### src/rtl/alu_pkg.sv
// alu_pkg: shared ALU opcode encoding and NZCV flag bit positions
package alu_pkg;
  typedef enum logic [3:0] {
    OP_ADD = 4'h0,
    OP_SUB = 4'h1,
    OP_MUL = 4'h2,
    OP_DIV = 4'h3,
    OP_AND = 4'h4,
    OP_OR  = 4'h5,
    OP_XOR = 4'h6,
    OP_MOD = 4'h7,
    OP_SHL = 4'h8,
    OP_SHR = 4'h9
  } alu_op_t;
  localparam logic [3:0] OP_LAST = 4'h9;
  localparam int FLAG_N = 3;
  localparam int FLAG_Z = 2;
  localparam int FLAG_C = 1;
  localparam int FLAG_V = 0;
endpackage

### src/rtl/alu_op_sequencer.sv
// alu_op_sequencer: issues one request to a combinational ALU, waits SETTLE+1 cycles, returns result+NZCV
//   req_*  : valid/ready request (a, b, op); req_ready high only while idle
//   alu_*  : registered operands/opcode to the ALU, result and n/z/c/v flags back
//   rsp_*  : valid/ready response (result, {N,Z,C,V}, err for illegal op or DIV/MOD by zero)
//   clr_sticky/sticky_flags : accumulated flags; op_count : completed responses (wraps)
module alu_op_sequencer
  import alu_pkg::*;
#(
  parameter int WIDTH  = 4,
  parameter int SETTLE = 1,
  parameter int CNT_W  = 8
) (
  input  logic             clk,
  input  logic             rst,
  input  logic             req_valid,
  output logic             req_ready,
  input  logic [WIDTH-1:0] req_a,
  input  logic [WIDTH-1:0] req_b,
  input  logic [3:0]       req_op,
  output logic [WIDTH-1:0] alu_a,
  output logic [WIDTH-1:0] alu_b,
  output logic [3:0]       alu_opcode,
  input  logic [WIDTH-1:0] alu_result,
  input  logic             alu_n,
  input  logic             alu_z,
  input  logic             alu_c,
  input  logic             alu_v,
  output logic             rsp_valid,
  input  logic             rsp_ready,
  output logic [WIDTH-1:0] rsp_result,
  output logic [3:0]       rsp_flags,
  output logic             rsp_err,
  input  logic             clr_sticky,
  output logic [3:0]       sticky_flags,
  output logic [CNT_W-1:0] op_count
);
  typedef enum logic [1:0] {S_IDLE, S_WAIT, S_RESP} state_t;
  localparam int SW = $clog2(SETTLE + 1);
  state_t           state_q, state_d;
  logic [SW-1:0]    cnt_q, cnt_d;
  logic [WIDTH-1:0] a_q, a_d, b_q, b_d, res_q, res_d;
  logic [3:0]       op_q, op_d, flags_q, flags_d, sticky_q, sticky_d, alu_flags;
  logic             err_q, err_d;
  logic [CNT_W-1:0] op_count_q, op_count_d;
  logic             legal, accept, capture, done;
  always_comb begin
    alu_flags         = '0;
    alu_flags[FLAG_N] = alu_n;
    alu_flags[FLAG_Z] = alu_z;
    alu_flags[FLAG_C] = alu_c;
    alu_flags[FLAG_V] = alu_v;
    legal   = req_op <= OP_LAST;
    accept  = state_q == S_IDLE && req_valid;
    // cnt counts SETTLE down to 0, so the bus is held SETTLE+1 cycles before capture
    capture = state_q == S_WAIT && cnt_q == '0;
    done    = state_q == S_RESP && rsp_ready;
    state_d = accept ? (legal ? S_WAIT : S_RESP) :
              capture ? S_RESP :
              done ? S_IDLE : state_q;
    cnt_d   = accept ? SW'(SETTLE) :
              (state_q == S_WAIT && cnt_q != '0) ? cnt_q - SW'(1) : cnt_q;
    a_d     = accept && legal ? req_a : a_q;
    b_d     = accept && legal ? req_b : b_q;
    op_d    = accept && legal ? req_op : op_q;
    res_d   = capture ? alu_result : (accept && !legal) ? '0 : res_q;
    flags_d = capture ? alu_flags : (accept && !legal) ? '0 : flags_q;
    err_d   = capture ? ((op_q == OP_DIV || op_q == OP_MOD) && b_q == '0) :
              (accept && !legal) ? 1'b1 : err_q;
    // a capture in the same cycle as a clear leaves only the freshly captured flags
    sticky_d = capture ? (clr_sticky ? alu_flags : sticky_q | alu_flags) :
               clr_sticky ? '0 : sticky_q;
    op_count_d = done ? op_count_q + CNT_W'(1) : op_count_q;
  end
  always_ff @(posedge clk) begin
    if (rst) begin
      state_q    <= S_IDLE;
      cnt_q      <= '0;
      a_q        <= '0;
      b_q        <= '0;
      op_q       <= '0;
      res_q      <= '0;
      flags_q    <= '0;
      err_q      <= 1'b0;
      sticky_q   <= '0;
      op_count_q <= '0;
    end else begin
      state_q    <= state_d;
      cnt_q      <= cnt_d;
      a_q        <= a_d;
      b_q        <= b_d;
      op_q       <= op_d;
      res_q      <= res_d;
      flags_q    <= flags_d;
      err_q      <= err_d;
      sticky_q   <= sticky_d;
      op_count_q <= op_count_d;
    end
  end
  assign req_ready    = state_q == S_IDLE;
  assign rsp_valid    = state_q == S_RESP;
  assign alu_a        = a_q;
  assign alu_b        = b_q;
  assign alu_opcode   = op_q;
  assign rsp_result   = res_q;
  assign rsp_flags    = flags_q;
  assign rsp_err      = err_q;
  assign sticky_flags = sticky_q;
  assign op_count     = op_count_q;
endmodule

### config.mk
export PLATFORM = sky130hd
export DESIGN_NAME = alu_op_sequencer
export DESIGN_NICKNAME = d
export VERILOG_FILES = /design/src/rtl/alu_pkg.sv /design/src/rtl/alu_op_sequencer.sv
export SDC_FILE = /design/constraint.sdc
export NUM_CORES = 1
export LEC_CHECK = 0
export BUFFER_PORTS_ARGS = -buffer_cell sky130_fd_sc_hd__buf_2
export CAP_MARGIN = 40
export CORE_MARGIN = 2
export CORE_UTILIZATION = 40
export DETAILED_ROUTE_END_ITERATION = 8
export GPL_ROUTABILITY_DRIVEN = 0
export GPL_TIMING_DRIVEN = 1
export HOLD_SLACK_MARGIN = 0.06
export PLACE_DENSITY = 0.67
export SYNTH_ARGS = -nofsm -noshare
export SYNTH_HDL_FRONTEND = slang
export SYNTH_SLANG_ARGS = --single-unit
export TNS_END_PERCENT = 10
### constraint.sdc
create_clock -name clk -period 1.6 [get_ports clk]
set_input_delay 0.08 -clock clk [delete_from_list [all_inputs] [get_ports clk]]
set_output_delay 0.08 -clock clk [all_outputs]
set_load 0.1 [all_outputs]
======== Word level (Yosys, flattened, before mapping) ========
Cells that the tools add are included.
operators by class
  div/mod/pow operators ................... 0
  multiplexer cells ....................... 14
  shift operators ......................... 0
  order comparisons ....................... 1
  equality and inequality tests ........... 4
  $add $sub $neg .......................... 2
  multipliers ............................. 0
  bitwise logic cells ..................... 2
  reductions and logical operators ........ 15
operators by type and width
  cell                                                   count
  two-way mux 4 bit                                      6
  adder 8 x 1 -> 8 bit, second input constant            1
  two-way mux 2 bit                                      4
  logical AND 1 bit                                      7
  nonzero test 2 bit                                     3
  equality test 4 x 2 -> 1 bit, second input constant    1
  equality test 4 x 3 -> 1 bit, second input constant    1
  less-or-equal comparator 4 bit, second input constant  1
  logical NOT 4 bit                                      1
  two-way mux 1 bit                                      4
  bitwise OR 4 bit                                       1
  nonzero test 3 bit                                     1
  equality test 2 x 1 -> 1 bit, second input constant    1
  equality test 2 bit, second input constant             1
  logical NOT 2 bit                                      1
  logical NOT 1 bit                                      1
  logical OR 1 bit                                       1
  inverter 1 bit                                         1
  subtractor 1 bit, second input constant                1
word-level totals
  logic and storage cells ................. 48
  latch bits .............................. 0
  ROM bits ................................ 0
  input bits .............................. 25
  memories ................................ 0
  output and inout bits ................... 35
  bits in registers ....................... 36
  RAM bits ................................ 0

======== Longest topological paths before layout ========
Gate-level depths: netlist (run 1).
  depth in word-level cells ............... 5
  depth in mapped cells ................... 5
  gate-level depth less buffers ........... 4

======== Worst setup path before layout (run 1) ========
No wires, ideal clock.
  kind .................................... register to register
  start point ............................. reg op_count_q[0] (netlist: op_count[0])
  end point ............................... reg op_count_q[6] (netlist: op_count[6])
  required time ........................... 1.530 ns
  path buffers ............................ 0
  library setup time ...................... 0.070 ns
  setup slack ............................. -0.490 ns
  clock period less this slack ............ 2.090 ns
  arrival time ............................ 2.020 ns
  stages on the path, launching flop included .. 5
  path through ............................ dfxtp_1 > ha_1 > nand2_1 > or4_1 > a21oi_1
on the way
  cells in the longest elaborated chain, start to end .. 1
RTL lines
  item                    RTL line                RTL
  start, declared         alu_op_sequencer.sv:44  logic [CNT_W-1:0] op_count_q, op_count_d;
  start signal, assigned  alu_op_sequencer.sv:96  op_count_q <= op_count_d;
  adder 8 x 1 -> 8 bit    alu_op_sequencer.sv:72  op_count_d = done ? op_count_q + CNT_W'(1) : op_count_q;
Every way passes these cells.
A chain may end at the register's enable or synchronous reset.

======== Worst setup path in the final report (run 1) ========
  start point ............................. reg state_q[1]
  end point ............................... reg op_count_q[7] (netlist: op_count[7])
on the way
  cells in the longest elaborated chain, start to end .. 2
RTL lines
  item                    RTL line                RTL
  start, declared         alu_op_sequencer.sv:39  state_t state_q, state_d;
  start signal, assigned  alu_op_sequencer.sv:87  state_q <= state_d;
  equality test 2 bit     alu_op_sequencer.sv:56  done = state_q == S_RESP && rsp_ready;
  logical AND 1 bit       alu_op_sequencer.sv:56
Every way passes these cells.

==> impl_metrics.yaml, run 1 <==
global_routing:
  top_usage_layer: "met2"
  track_usage_pct: 18.9
  antenna_found_initial: 0
  met2_usage_pct: 32.3
  grt_pass1_vias: 1372
  grt_max_degree: 37
  grtUsageMet1_pct: 22.1
  grt-ovfl-total: 0
  grt_pass1_wl_um: 6110
  grt_util_met3_pct: 6.42
hold_path:
  hold_path.class: "in -> reg"
floorplanning:
  initial_core_util_pct: 41.1
  io_pins: 60
  core_area_sq_mm: 0.00363
  die_x_um: 65.1
  row_count: 22
  die_area_sq_mm: 0.00424
  die_h_um: 65.1
yosys:
  synth-seq-cells: 36
  syn_avg_cell_area_sq_um: 8.89
  synth_top_area_share_pct: 48.3
  synth_seq_area_share_pct: 48.3
  yosys-top-cells-count: "dfxtp_1 (36), a21oi_1 (30), o21ai_0 (15), nand2_1 (12), nand3_1 (9)"
  synth_enable_flop_cells: 0
  synth_warnings: 0
  synth_area_leaders: "dfxtp_1 (48%), a21oi_1 (10%), o21ai_0 (5.0%)"
  synth_top_flop_cell: "dfxtp_1"
  yosysMostFrequentCell: "dfxtp_1"
  synth_cell_types: 34
  synthesis.nets: 194
  async_reset_ff_share_pct: 0
  synthCells: 168
  syn_area_sq_mm: 0.00149
  synth_top_area_cell: "dfxtp_1"
critical_path:
  worstPathArrival_ps: 1690
  worstSetupStartpointType: "flip-flop"
  crit_fanout: 10
  cp-end-kind: "flip-flop"
  worstSetupPathType: "reg -> reg"
  cp.required_ps: 1820
detailed_routing:
  wirelength_um: 3690
  ant_nets: 0
  via_per_inst: 5.11
  dr.pass1.iters: 4
  drt_iter0_drc: 39
  post_drt_wl_per_cell_um: 12.5
  vias: 1514
  drc_errors: 0
layout:
  syn_to_final_growth_pct: 45.3
  multi_input_area_sq_um: 713
  design_area_sq_mm: 0.00217
  fill_cells: 337
  drive_above_1_share_pct: 33.9
  seqCellArea_sq_um: 726
  nets: 273
  n_antenna_cell: 0
clock_network:
  clk_pin_slew_worst_paths_ps: 70
  cts_buffer_depth: 2
  cts_setup_buffers: 0
  cts_buffers: 5
  cts_root_buf: "clkbuf_8"
  cts-hold-fix-buffers: 17
  clock_latency_ps: 290
  cts_resized: 0
  cts_tree: "done"
  cts.htree.levels: 2
  cts_sinks: 36
sta:
  timing.max_slew.rel_slack_pct: 56.6
  finalCritPeriodShare_pct: 92.1
  hold_viol_final: 0
  min_period_ps: 1470
  setup_tns_ps: 0
  finClkSkew_ps: 2.83
  fmax_mhz: 678
  rsz0062_at_grt: "no"
  setup_viol: 0
  whs_ps: 90.4
  tightest_slew_ps: 650
  maxSlewViolCount: 0
placement:
  dpl.hpwl_um: 2440
  port_buffers: 59
  placed_area_sq_mm: 0.00187
status:
  status: "finished, final reports clean"
power_and_ir_drop:
  power_w: 0.00258
  p_leak_nw: 0.937
  p_per_area_mw_per_mm2: 1190
  ir_drop_mv: 0.653
job:
  cap_violations: 0
## layer usage
metal / vias up / wire length [um]
met3: 5 / 220
met2: 45 / 1700
met4: 0 / 51
met5: - / 0
li1: 771 / -
met1: 693 / 1720
## placed cells by master (no fill, tap or decap), types with 2 or more instances in the layout
cell type,n
a21oi_1,30
nand2_1,12
nand2b_1,4
or4_1,3
nor4b_1,2
nor2_1,7
o211ai_1,8
a211oi_1,2
o21ai_0,15
dfxtp_2,4
and2_1,2
dfxtp_1,32
xor2_1,2
dlygate4sd3_1,17
or3_1,2
buf_4,8
or3b_1,2
nor3b_2,2
o31ai_1,3
clkbuf_8,7
buf_2,58
nor3_1,2
nand3_1,9
## area by class of cell
cell class	instances	share of cell area [%]
multi-input cells	119	32.9
well taps	48	2.77
clock buffers	7	4.44
inverters	1	0.173
flip-flops and latches	36	33.4
clock inverters	1	1.38
repair buffers	84	24.9
## where the power goes
group / internal (W) / total [W] / switching [W]
clock network: 0.000550 / 0.000862 / 0.000313
registers: 0.000950 / 0.000994 / 0.0000441
logic: 0.000185 / 0.000725 / 0.000540
total: 0.00168 / 0.00258 / 0.000897
## metrics by stage
| step | util [%] | std cells | setup WS [ps] |
|---|---|---|---|
| after global routing | 59.7 | 296 | 21.8 |
| after CTS | 59.7 | 296 | 105 |
| after global placement | 51.5 | 271 | 173 |
| after floorplan | - | 168 | -207 |
| final | 59.7 | 296 | 126 |
| after detailed placement | 51.5 | 271 | 140 |
## worst max-delay path: stages, from the launching register on
cell	delay, ps
dfxtp_1	520
nand4b_4	200
or4_1	540
a21oi_1	140
## state kept, by name (all words and copies together) (netlist names)
signal / cells
alu_a: 4
alu_b: 4
alu_opcode: 4
cnt_q: 1
op_count: 8
rsp_err: 1
rsp_flags: 4
rsp_result: 4
state_q: 2
sticky_flags: 4
## path summary, 6_finish.rpt
kind | start | to | slack [ps] | cells after the start
worst max-delay path | state_q[1]$_SDFFE_PP0P_ | op_count[7]$_SDFFE_PP0P_ | 130 | 3
worst min-delay path | clr_sticky | sticky_flags[3]$_SDFFE_PP0P_ | 90 | 3
worst min register to register | sticky_flags[3]$_SDFFE_PP0P_ | sticky_flags[3]$_SDFFE_PP0P_ | 470 | 2
worst max register to register | state_q[1]$_SDFFE_PP0P_ | op_count[7]$_SDFFE_PP0P_ | 130 | 3
## kinds of logic (layout without fill, tap and decap cells)
logic type / after synthesis / in the layout / share of synthesized area (%)
muxes: 1 / 1 / 0.671
buffers and inverters: 13 / 93 / 4.11
and+or+nand+nor: 52 / 52 / 20.7
xor gates and xnor gates: 2 / 2 / 1.17
AOI/OAI and AO/OA: 63 / 63 / 24.2
adders and majority gates: 1 / 1 / 0.838
DFF: 36 / 36 / 48.3
(Power assumes the default switching activity.)
==> run 2, diff against run 1 <==
- SLEW_MARGIN: not set -> 30
- clock period: 1.6 -> 1.55 ns (I/O delays scaled with it)
==> impl_metrics.yaml, run 2 (same netlist as run 1, synthesis figures left out) <==
global_routing:
  track_usage_pct: 18.8
  grt_pass1_wl_um: 6190
  grt_max_degree: 37
  antenna_found_initial: 0
  grt-ovfl-total: 0
  grt_pass1_vias: 1434
floorplanning:
  initial_core_util_pct: 41.1
  io_pins: 60
  die_x_um: 65.1
  core_area_sq_mm: 0.00363
  die_h_um: 65.1
  row_count: 22
  die_area_sq_mm: 0.00424
critical_path:
  rrSetupSlack_ps: 80
  path_cells: "nand4b_4 -> or4_1 -> a21oi_1"
  critPathSlowestCell: "or4_1"
  cp.required_ps: 1760
  worstPathArrival_ps: 1690
  slowest_delay_ps: 530
  ff2ff_path_depth: 3
  r2r_end: "op_count[5]$_SDFFE_PP0P_"
  cp.depth: 3
  worstSetupStartpoint: "state_q[1]$_SDFFE_PP0P_"
  cp.buffers_inverters: 0
  worstSetupStartpointType: "flip-flop"
  crit_fanout: 10
  cp-end-kind: "flip-flop"
  crit_family: "simple AND/OR/NAND/NOR gates"
  r2r_start: "state_q[1]$_SDFFE_PP0P_"
  worstSetupPathType: "reg -> reg"
clock_network:
  cts_tree: "done"
  cts.htree.levels: 2
  cts_buffers: 5
  cts_buffer_depth: 2
  cts_sinks: 36
  clock_latency_ps: 280
  clk_pin_slew_worst_paths_ps: 70
  cts_root_buf: "clkbuf_8"
status:
  status: "finished, final reports clean"
sta:
  min_period_ps: 1470
  setup_viol: 0
  timing.max_slew.rel_slack_pct: 58.5
  finalCritPeriodShare_pct: 95.0
  setup_tns_ps: 0
  finClkSkew_ps: 3.75
  maxSlewViolCount: 0
  hold_viol_final: 0
  rsz0062_at_grt: "yes"
  fmax_mhz: 679
  tightest_slew_ps: 622
hold_path:
  min_to: "rsp_flags[2]$_SDFFE_PP0P_"
  hold_path.class: "in -> reg"
  holdPathStages: 3
  min_from: "alu_z"
placement:
  dpl.hpwl_um: 2520
  port_buffers: 59
power_and_ir_drop:
  ir_drop_mv: 0.570
  p_per_area_mw_per_mm2: 1150
  p_leak_nw: 0.914
layout:
  nets: 272
  fin_util_pct: 58.5
  largest_reg_flops: 8
  n_antenna_cell: 0
  drive_above_1_share_pct: 33.6
  final_cell_mix: "buf_2 (58), dfxtp_1 (32), a21oi_1 (30), dlygate4sd3_1 (16), o21ai_0 (15)"
  syn_to_final_growth_pct: 42.4
  final_common_cell: "buf_2"
job:
  cap_violations: 0
detailed_routing:
  post_drt_wl_per_cell_um: 12.5
  dr.pass1.iters: 4
  vias: 1522
  drc_errors: 0
  ant_nets: 0
  drt_iter0_drc: 55
  via_per_inst: 5.16
  wirelength_um: 3690
-- run 2: cell types whose count changed in the layout (fill, tap and decap cells not counted) --
cell,change
dlygate4sd3_1,-1
clkbuf_8,-1
bufinv_16,-1
or3b_1,-1
or3b_4,+1
clkbuf_1,+2
-- run 2: how the worst max path moves through the flow --
| stage | slack, ps | end |
|---|---|---|
| floorplan | -250 | req_ready |
| global placement | 70 | alu_a[2]$_SDFFE_PP0P_ |
| detailed placement | 80 | rsp_flags[3]$_SDFFE_PP0P_ |
| CTS | 60 | rsp_flags[3]$_SDFFE_PP0P_ |
| global route | -5 | rsp_err$_SDFFE_PP0P_ |
| finish | 80 | op_count[5]$_SDFFE_PP0P_ |
-- run 2: report_power, final --
group / switching (W) / internal (W)
registers: 0.0000456 / 0.000981
clock network: 0.000308 / 0.000362
logic: 0.000557 / 0.000192
-- run 2: layout make-up --
type / instances / area (sq um)
tap: 48 / 60.1
sequential: 36 / 726
clock buffer: 8 / 90.1
inverter: 1 / 3.75
timing repair buffer: 83 / 531
multi-input combinational: 119 / 716
fill: 345 / 1510
-- run 2: tightest hold or removal path, cell delays in order --
cell and delay [ps]:
buf_2 100, nand2_1 80, a21oi_1 60
-- run 2: through the flow --
stage               std cells  instance area [sq um]  worst slack [ps]  hold WS [ps]  power [W]
finish                    295                   2130              77.3          72.6    0.00244
CTS                       295                   2120              61.5          68.6    0.00246
global placement          271                   1870              74.1           332    0.00176
detailed placement        271                   1870              77.8           335    0.00176
floorplan                 168                   1500              -254           218    0.00160
global route              295                   2130             -4.79          84.9    0.00256
-- run 2: what timing repair did --
action	in CTS	in global routing
setup buffers	0	0
hold endpoints to repair	18	0
setup endpoints to repair	0	11
gates resized for setup	0	1
hold buffers	16	0
-- run 2: routing by layer --
layer  track usage, %  share of wire, %  vias up  wire [um]
met5                0                 0        -          0
met4             7.81              0.90        0         33
met3             4.69               6.9        3        253
met2             33.4                48       49       1760
met1             21.4                45      695       1640
li1                 -                 -      775          -
==> run 3, diff against run 2 <==
- CORE_MARGIN: 2 -> 1.5
- MAX_ROUTING_LAYER: not set -> met4
==> impl_metrics.yaml, run 3 (same netlist as run 1, synthesis figures left out) <==
status:
  status: "finished, final reports clean"
power_and_ir_drop:
  power_w: 0.00259
  p_per_area_mw_per_mm2: 1210
  ir_drop_mv: 0.775
  p_leak_nw: 0.920
critical_path:
  worstSetupPathType: "reg -> out"
  rrSetupSlack_ps: 140
  crit_fanout: 7
  cp-end-kind: "output pin"
  cp.required_ps: 1470
  worstPathArrival_ps: 1390
  worstSetupStartpointType: "flip-flop"
floorplanning:
  initial_core_util_pct: 41.1
  die_x_um: 64.1
  die_area_sq_mm: 0.00411
  die_h_um: 64.1
  io_pins: 60
  core_area_sq_mm: 0.00363
  row_count: 22
clock_network:
  clock_latency_ps: 290
  clk_pin_slew_worst_paths_ps: 70
  cts_buffers: 5
  cts.htree.levels: 2
  cts_sinks: 36
  cts_setup_buffers: 0
  cts_root_buf: "clkbuf_8"
  cts_buffer_depth: 2
  cts_tree: "done"
layout:
  final_common_cell: "buf_2"
  design_area_sq_mm: 0.00215
  fin_util_pct: 59.2
  nets: 271
  n_antenna_cell: 0
  largest_reg_flops: 8
  final_cell_mix: "buf_2 (58), dfxtp_1 (32), a21oi_1 (30), dlygate4sd3_1 (17), o21ai_0 (15)"
  syn_to_final_growth_pct: 44.2
  drive_above_1_share_pct: 33.7
placement:
  placed_area_sq_mm: 0.00186
  port_buffers: 59
  dpl.hpwl_um: 2430
  post-place-ws_ps: 86.1
detailed_routing:
  ant_nets: 0
  drc_errors: 0
  dr.pass1.iters: 4
  via_per_inst: 5.22
  drt_iter0_drc: 71
  vias: 1536
  post_drt_wl_per_cell_um: 12.8
  wirelength_um: 3770
sta:
  tightest_slew_ps: 646
  min_period_ps: 1470
  fmax_mhz: 682
  maxSlewViolCount: 0
  fin_ws_ps: 83.5
  hold_viol_final: 0
  setup_viol: 0
  rsz0062_at_grt: "no"
  timing.max_slew.rel_slack_pct: 56.9
  finalCritPeriodShare_pct: 94.6
  finClkSkew_ps: 5.02
global_routing:
  grt_max_degree: 37
  grt_pass1_vias: 1457
  grt_pass1_wl_um: 6470
  grt-ovfl-total: 0
  antenna_found_initial: 0
  track_usage_pct: 20.4
job:
  cap_violations: 0
hold_path:
  hold_path.class: "in -> reg"
run 3: final cells by class:
| type | count | area, sq um |
|---|---|---|
| clock buffer | 5 | 68.8 |
| sequential | 36 | 726 |
| fill | 343 | 1480 |
| clock inverter | 3 | 42.5 |
| multi-input combinational | 119 | 726 |
| timing repair buffer | 82 | 526 |
| inverter | 1 | 3.75 |
| tap | 48 | 60.1 |
run 3: per-stage QoR:
step | TNS, ps | std cells | hold WS, ps
2_1_floorplan | -929 | 168 | 218
3_3_place_gp | 0 | 269 | 331
3_5_place_dp | 0 | 269 | 335
4_1_cts | 0 | 294 | 72.9
5_1_grt | 0 | 294 | 95.5
6_report | 0 | 294 | 79.4
run 3: worst max-delay path: stages (launching register included):
cell and delay, ps:
dfxtp_1 380, buf_4 190, nor2_1 100, buf_2 430
run 3: final timing paths:
path,start,endpoint,depth (start not counted)
min,clr_sticky,sticky_flags[1]$_SDFFE_PP0P_,3
min reg2reg,sticky_flags[1]$_SDFFE_PP0P_,sticky_flags[1]$_SDFFE_PP0P_,2
max reg2reg,state_q[0]$_SDFFE_PP0P_,rsp_err$_SDFFE_PP0P_,3
max,state_q[0]$_SDFFE_PP0P_,req_ready,3
run 3: timing repair:
action	4_1_cts	5_1_grt
endpoints found under the hold margin	19	0
hold buffers	17	0
resized for setup	0	2
setup endpoints to repair	0	6
run 3: metal layers:
layer  global-route usage, %  up-vias  routed length, um
met5                       -        -                  0
met4                    5.71        0                 35
met3                    5.28        6                224
met2                    33.2       51               1780
met1                    25.0      708               1730
li1                        -      771                  -
run 3: report_power, final:
group	total (W)	leakage (nW)	internal, W	switching [W]
registers	0.00102	0.295	0.000980	0.0000411
logic	0.000755	0.571	0.000188	0.000567
clock network	0.000818	0.0541	0.000476	0.000342
total	0.00259	0.920	0.00164	0.000950
